**config.mk**
```make
export PLATFORM = sky130hd
export DESIGN_NAME = cpu_axi_bridge
export DESIGN_NICKNAME = d
export VERILOG_FILES = /design/src/rtl/bridge_pkg.sv /design/src/rtl/bridge_rd_arb.sv /design/src/rtl/cpu_axi_bridge.sv
export SDC_FILE = /design/constraint.sdc
export NUM_CORES = 1
export LEC_CHECK = 0
export BUFFER_PORTS_ARGS = -buffer_cell sky130_fd_sc_hd__buf_2
export CAP_MARGIN = 20
export CORE_AREA = 2 2 161 163
export DETAILED_ROUTE_END_ITERATION = 16
export DIE_AREA = 0 0 163 165
export GPL_ROUTABILITY_DRIVEN = 0
export GPL_TIMING_DRIVEN = 0
export PLACE_DENSITY = 0.52
export SYNTH_ARGS = -nofsm -noshare
export SYNTH_HDL_FRONTEND = slang
export SYNTH_SLANG_ARGS = --single-unit
```
**constraint.sdc**
```tcl
create_clock -name clk -period 2.2 [get_ports clk]
set_input_delay 0.22 -clock clk [delete_from_list [all_inputs] [get_ports clk]]
set_output_delay 0.22 -clock clk [all_outputs]
set_load 0.005 [all_outputs]
```
**src/rtl/bridge_pkg.sv**
```systemverilog
// Shared types and constants for cpu_axi_bridge: FSM encodings, AXI IDs and constants,
// and the byte-strobe generator.
package bridge_pkg;

  typedef enum logic [1:0] {RD_IDLE, RD_AR, RD_R} rd_state_e;
  typedef enum logic [1:0] {WR_IDLE, WR_AWW, WR_B} wr_state_e;

  localparam logic [3:0] ID_INST = 4'd0;
  localparam logic [3:0] ID_DATA = 4'd1;

  localparam logic [3:0] AXI_LEN_SINGLE = 4'd0;
  localparam logic [1:0] AXI_BURST_INCR = 2'b01;

  // Request owner encoding shared by the arbiter and the top.
  localparam logic OWN_INST = 1'b0;
  localparam logic OWN_DATA = 1'b1;

  function automatic logic [3:0] gen_wstrb(input logic [1:0] size, input logic [1:0] addr);
    logic [3:0] strb;
    case (size)
      2'd0:    strb = 4'b0001 << addr;
      2'd1:    strb = addr[1] ? 4'b1100 : 4'b0011;
      default: strb = 4'b1111;
    endcase
    return strb;
  endfunction

endpackage

```
**src/rtl/bridge_rd_arb.sv**
```systemverilog
// Read arbiter between the instruction and data ports. Fixed data priority by default;
// define BRIDGE_RR_ARB_EN for round-robin on ties.
module bridge_rd_arb
  import bridge_pkg::*;
(
  input  logic clk,
  input  logic rst,
  input  logic inst_rd,
  input  logic data_rd,
  input  logic can_accept,
  output logic grant,
  output logic owner
);

  assign grant = can_accept & (inst_rd | data_rd);

`ifdef BRIDGE_RR_ARB_EN
  logic last_grant;

  // Reset to inst so the first tie goes to the data port.
  always_ff @(posedge clk) begin
    if (rst) begin
      last_grant <= OWN_INST;
    end else if (grant) begin
      last_grant <= owner;
    end
  end

  assign owner = (inst_rd & data_rd) ? ~last_grant : data_rd;
`else
  logic unused_rr;
  assign unused_rr = clk ^ rst;
  assign owner     = data_rd;
`endif

endmodule

```
**src/rtl/cpu_axi_bridge.sv**
```systemverilog
// Bridges the SRAM-like inst/data cache ports onto one single-beat AXI3 master.
// Optional BRIDGE_RR_ARB_EN selects round-robin read arbitration.
module cpu_axi_bridge #(
  parameter logic [3:0] ID_INST = bridge_pkg::ID_INST,
  parameter logic [3:0] ID_DATA = bridge_pkg::ID_DATA
) (
  input  logic        clk,
  input  logic        rst,
  input  logic        inst_req,
  input  logic        inst_wr,
  input  logic [1:0]  inst_size,
  input  logic [31:0] inst_addr,
  input  logic [31:0] inst_wdata,
  output logic [31:0] inst_rdata,
  output logic        inst_addr_ok,
  output logic        inst_data_ok,
  input  logic        data_req,
  input  logic        data_wr,
  input  logic [1:0]  data_size,
  input  logic [31:0] data_addr,
  input  logic [31:0] data_wdata,
  output logic [31:0] data_rdata,
  output logic        data_addr_ok,
  output logic        data_data_ok,
  output logic [3:0]  arid,
  output logic [31:0] araddr,
  output logic [3:0]  arlen,
  output logic [2:0]  arsize,
  output logic [1:0]  arburst,
  output logic [1:0]  arlock,
  output logic [3:0]  arcache,
  output logic [2:0]  arprot,
  output logic        arvalid,
  input  logic        arready,
  input  logic [3:0]  rid,
  input  logic [31:0] rdata,
  input  logic [1:0]  rresp,
  input  logic        rlast,
  input  logic        rvalid,
  output logic        rready,
  output logic [3:0]  awid,
  output logic [31:0] awaddr,
  output logic [3:0]  awlen,
  output logic [2:0]  awsize,
  output logic [1:0]  awburst,
  output logic [1:0]  awlock,
  output logic [3:0]  awcache,
  output logic [2:0]  awprot,
  output logic        awvalid,
  input  logic        awready,
  output logic [3:0]  wid,
  output logic [31:0] wdata,
  output logic [3:0]  wstrb,
  output logic        wlast,
  output logic        wvalid,
  input  logic        wready,
  input  logic [3:0]  bid,
  input  logic [1:0]  bresp,
  input  logic        bvalid,
  output logic        bready
);
  import bridge_pkg::*;

  rd_state_e rd_state;
  wr_state_e wr_state;
  logic      rd_owner_q;
  logic      rd_grant, rd_owner, data_rd, data_rd_busy, wr_accept, can_rd;
  logic      unused;

  assign unused = ^{inst_wr, inst_wdata, rid, rresp, bid, bresp};

  assign data_rd      = data_req & ~data_wr;
  // A data write waits for an in-flight data read so the two data_ok pulses cannot merge.
  assign data_rd_busy = (rd_state != RD_IDLE) & (rd_owner_q == OWN_DATA);
  assign wr_accept    = ~rst & data_req & data_wr & (wr_state == WR_IDLE) & ~data_rd_busy;
  assign can_rd       = ~rst & (rd_state == RD_IDLE) & (wr_state == WR_IDLE) & ~wr_accept;

  bridge_rd_arb u_rd_arb (
    .clk        (clk),
    .rst        (rst),
    .inst_rd    (inst_req),
    .data_rd    (data_rd),
    .can_accept (can_rd),
    .grant      (rd_grant),
    .owner      (rd_owner)
  );

  assign inst_addr_ok = rd_grant & (rd_owner == OWN_INST);
  assign data_addr_ok = wr_accept | (rd_grant & (rd_owner == OWN_DATA));

  assign inst_rdata   = (rd_owner_q == OWN_INST) ? rdata : '0;
  assign data_rdata   = (rd_owner_q == OWN_DATA) ? rdata : '0;
  assign inst_data_ok = rvalid & (rd_state == RD_R) & (rd_owner_q == OWN_INST);
  assign data_data_ok = (rvalid & (rd_state == RD_R) & (rd_owner_q == OWN_DATA)) |
                        (bvalid & (wr_state == WR_B));

  assign arlen   = AXI_LEN_SINGLE;
  assign arburst = AXI_BURST_INCR;
  assign arlock  = '0;
  assign arcache = '0;
  assign arprot  = '0;
  assign awid    = ID_DATA;
  assign awlen   = AXI_LEN_SINGLE;
  assign awburst = AXI_BURST_INCR;
  assign awlock  = '0;
  assign awcache = '0;
  assign awprot  = '0;
  assign wid     = ID_DATA;
  assign wlast   = 1'b1;

  always_ff @(posedge clk) begin
    if (rst) begin
      rd_state   <= RD_IDLE;
      arvalid    <= 1'b0;
      rready     <= 1'b0;
      rd_owner_q <= OWN_INST;
      arid       <= '0;
      araddr     <= '0;
      arsize     <= '0;
    end else begin
      case (rd_state)
        RD_IDLE: if (rd_grant) begin
          rd_state   <= RD_AR;
          arvalid    <= 1'b1;
          rd_owner_q <= rd_owner;
          arid       <= (rd_owner == OWN_DATA) ? ID_DATA : ID_INST;
          araddr     <= (rd_owner == OWN_DATA) ? data_addr : inst_addr;
          arsize     <= {1'b0, (rd_owner == OWN_DATA) ? data_size : inst_size};
        end
        RD_AR: if (arready) begin
          rd_state <= RD_R;
          arvalid  <= 1'b0;
          rready   <= 1'b1;
        end
        RD_R: if (rvalid & rlast) begin
          rd_state <= RD_IDLE;
          rready   <= 1'b0;
        end
        default: rd_state <= RD_IDLE;
      endcase
    end
  end

  always_ff @(posedge clk) begin
    if (rst) begin
      wr_state <= WR_IDLE;
      awvalid  <= 1'b0;
      wvalid   <= 1'b0;
      bready   <= 1'b0;
      awaddr   <= '0;
      awsize   <= '0;
      wdata    <= '0;
      wstrb    <= '0;
    end else begin
      case (wr_state)
        WR_IDLE: if (wr_accept) begin
          wr_state <= WR_AWW;
          awvalid  <= 1'b1;
          wvalid   <= 1'b1;
          awaddr   <= data_addr;
          awsize   <= {1'b0, data_size};
          wdata    <= data_wdata;
          wstrb    <= gen_wstrb(data_size, data_addr[1:0]);
        end
        WR_AWW: begin
          if (awvalid & awready) awvalid <= 1'b0;
          if (wvalid & wready) wvalid <= 1'b0;
          if ((~awvalid | awready) & (~wvalid | wready)) begin
            wr_state <= WR_B;
            bready   <= 1'b1;
          end
        end
        WR_B: if (bvalid) begin
          wr_state <= WR_IDLE;
          bready   <= 1'b0;
        end
        default: wr_state <= WR_IDLE;
      endcase
    end
  end

endmodule

```
==> flow_summary.yaml <==
setup_path:
  ff2ff_path_depth: 6
  kind_of_critical_path: "reg -> reg"
  worst_r2r_startpoint: "wr_state[1]"
  crit_path_end: "wdata[15]"
  timing.critical_path.fanout_max: 10
  arrival_ns: 2.42
  worst_reg_to_reg_setup_slack_ns: 0.13
  cp-start-kind: "flop"
  r2r-end: "wdata[15]"
  worst_setup_path_end_kind: "flop"
  setup.worst_path.start: "wr_state[1]"
  required_ns: 2.55
power:
  ir_drop_mv: 0.407
  design_power_total_mw: 5.86
  power_per_cell_area_nw_per_um2: 743
  leakagePower_nw: 3.98
route:
  vias_per_cell: 4.02
  drt_iter0_drc: 236
  final_routed_drc_violation_total: 0
  route.antenna.remaining_nets: 0
  wirelength_mm: 21.2
  wl_per_cell_um: 15.5
  first_pass_iters: 4
  detailroute.via_count: 5482
sta:
  min_period_ns: 2.07
  final-max-slew-violation-count: 0
  min_period_over_period: 0.940
  grt_setup_unrepaired: "true"
  max_clock_freq_mhz: 484
  setup_tns_ns: 0
  timing.max_slew.rel_slack: 0.378
  worst_slew_pin_tran_ns: 0.933
  setup_viol: 0
  finalClockSkew_ns: 0.00855
  finalHoldWorstSlack_ns: 0.0221
  fin_ws_ns: 0.132
  timing_hold_violations_final: 0
flow_run:
  max_cap_viol_count: 0
global_routing:
  pin_count_of_the_biggest_net_entering_global_routing: 17
  grt_first_pass_wirelength_mm: 30.1
  antenna_found_initial: 5
  first_global_vias: 5192
  gr-total-overflow: 0
  grtUsageTotal: 0.152
clock_network:
  holdBufCountCts: 0
  clock-root-buffer: "sky130_fd_sc_hd__clkbuf_16"
  cts.sink_count: 114
  tritoncts: "done"
  cts_buffers: 17
  htreeDepth: 4
  clock_latency_ns: 0.42
  clk_pin_slew_ns: 0.06
  cts.path.max_buffers: 2
placed_design:
  hpwlAfterDp_mm: 16.8
  preCtsSetupSlack_ns: -0.334
  io_buffer_count: 319
  place.detailed.instances: 1330
  dpl_cell_area_um2: 7320
finish:
  finish.instance_area_um2: 7900
  nFillCells: 2792
  mostFrequentLayoutCell: "sky130_fd_sc_hd__buf_2"
  final_layout_size_suffix_gt1_frac: 0.402
  fin_util: 0.315
  syn2layout_area_growth_pct: 53.3
  layout.cells.most_common_list: "327 x sky130_fd_sc_hd__buf_2, 139 x sky130_fd_sc_hd__nand2_1, 114 x sky130_fd_sc_hd__dfxtp_1"
  num-nets-final: 1209
  instances_no_fill: 1365
die:
  initial_standard_cell_utilization_of_the_core: 0.206
  die_height_um: 165
  dieArea_um2: 26900
  core_um2: 25000
  dieWidth_um: 163
  num_rows: 58
  io_pins: 410
synth:
  syn-cell-area_um2: 5150
  seq_area_frac_synth: 0.443
  ys_warn_count: 0
  postSynthRegisterBits: 114
  synth_cell_type_count: 30
  syn-mean-instance-area_um2: 8.06
  netlist_instances: 639
run_status:
  status: "finished clean"
min_path:
  min_path_type: "in -> reg"
-- registers in the layout, indices dropped and copies added, names as in the netlist --
name and count:
araddr 32, rready 1, awsize 2, awaddr 32
awvalid 1, rd_state 2, wstrb 4, wvalid 1
arsize 2, wr_state 2, rd_owner_q 1, bready 1
arvalid 1, wdata 32
-- Yosys cell counts --
cell / instances / share of area
sky130_fd_sc_hd__nand4_1: 1 / 0.0012
sky130_fd_sc_hd__mux2_2: 1 / 0.0022
sky130_fd_sc_hd__mux2i_1: 35 / 0.068
sky130_fd_sc_hd__or2_2: 1 / 0.0012
sky130_fd_sc_hd__and4_1: 1 / 0.0017
sky130_fd_sc_hd__nor3b_1: 1 / 0.0015
sky130_fd_sc_hd__a21oi_1: 75 / 0.073
sky130_fd_sc_hd__a32o_1: 1 / 0.0019
sky130_fd_sc_hd__o221a_2: 1 / 0.0022
sky130_fd_sc_hd__nor4_1: 1 / 0.0012
sky130_fd_sc_hd__o21ai_0: 6 / 0.0058
sky130_fd_sc_hd__buf_1: 2 / 0.0015
sky130_fd_sc_hd__a211oi_1: 35 / 0.051
sky130_fd_sc_hd__dfxtp_1: 114 / 0.44
sky130_fd_sc_hd__a221oi_1: 2 / 0.0034
sky130_fd_sc_hd__nand2_1: 139 / 0.10
sky130_fd_sc_hd__inv_1: 4 / 0.0029
sky130_fd_sc_hd__and3_1: 1 / 0.0012
sky130_fd_sc_hd__nor3_1: 3 / 0.0029
sky130_fd_sc_hd__nor2_1: 48 / 0.035
sky130_fd_sc_hd__nor2b_1: 37 / 0.045
sky130_fd_sc_hd__and2_1: 32 / 0.039
sky130_fd_sc_hd__clkbuf_1: 35 / 0.026
sky130_fd_sc_hd__or4_4: 1 / 0.0022
sky130_fd_sc_hd__nand2b_1: 4 / 0.0049
sky130_fd_sc_hd__o21bai_1: 1 / 0.0015
sky130_fd_sc_hd__conb_1: 2 / 0.0015
sky130_fd_sc_hd__buf_4: 45 / 0.066
sky130_fd_sc_hd__buf_2: 9 / 0.0087
sky130_fd_sc_hd__a211oi_4: 1 / 0.0039
-- power breakdown --
part	internal (mW)	leakage, nW	switching (mW)
combinational	0.462	2.78	0.520
clock	1.57	0.268	1.06
sequential	2.18	0.929	0.0647
-- final cells by class --
cell class / count / area [um^2] / share of cell area
plain buffers: 91 / 529 / 0.0670
diodes: 2 / 5.00 / 0.000634
repair buffers: 321 / 1610 / 0.204
clock buffers: 18 / 439 / 0.0556
multi-input cells: 472 / 2490 / 0.315
flip-flops and latches: 114 / 2280 / 0.289
well taps: 330 / 413 / 0.0523
inverters: 4 / 15.0 / 0.00190
clock inverters: 13 / 113 / 0.0143
-- cells by family after synthesis --
kind of cell / count (synthesis) / synth area share
AO/OA/AOI/OAI: 122 / 0.143
buffers and inverters: 95 / 0.104
flip-flops: 114 / 0.443
multiplexers: 36 / 0.0702
other: 2 / 0.00146
AND/OR/NAND/NOR: 270 / 0.238
-- critical path: stages (launching register included) --
cell and delay (ns):
sky130_fd_sc_hd__dfxtp_1 0.39, sky130_fd_sc_hd__nor3_1 0.40, sky130_fd_sc_hd__and4_1 0.25, sky130_fd_sc_hd__buf_2 0.23, sky130_fd_sc_hd__buf_1 0.45, sky130_fd_sc_hd__nand2_1 0.14, sky130_fd_sc_hd__a21oi_1 0.14
-- metal layers --
layer	share of wire	global-route usage	routed length [um]	up-vias
met5	0.0019	0	41	-
met2	0.51	0.286	10800	229
met1	0.39	0.162	8330	2438
met3	0.084	0.0542	1780	22
li1	-	-	-	2787
met4	0.012	0.0386	247	6
-- timing repair --
action	4_1_cts	5_1_grt
endpoints found under the setup margin	83	60
setup buffers	1	1
pin swaps	1	1
gates resized for setup	2	6
-- how the worst min path moves through the flow --
stage	start	endpoint	slack, ns	cells after the start
final	awready	awvalid	0.02	2
after global routing	wready	wvalid	0.02	2
after detailed placement	awready	awvalid	0.44	2
after floorplan	awready	awvalid	0.33	1
after CTS	awready	awvalid	0.004	2
after global placement	wready	wvalid	0.44	2
No activity file was read; power rests on OpenSTA's default activity.
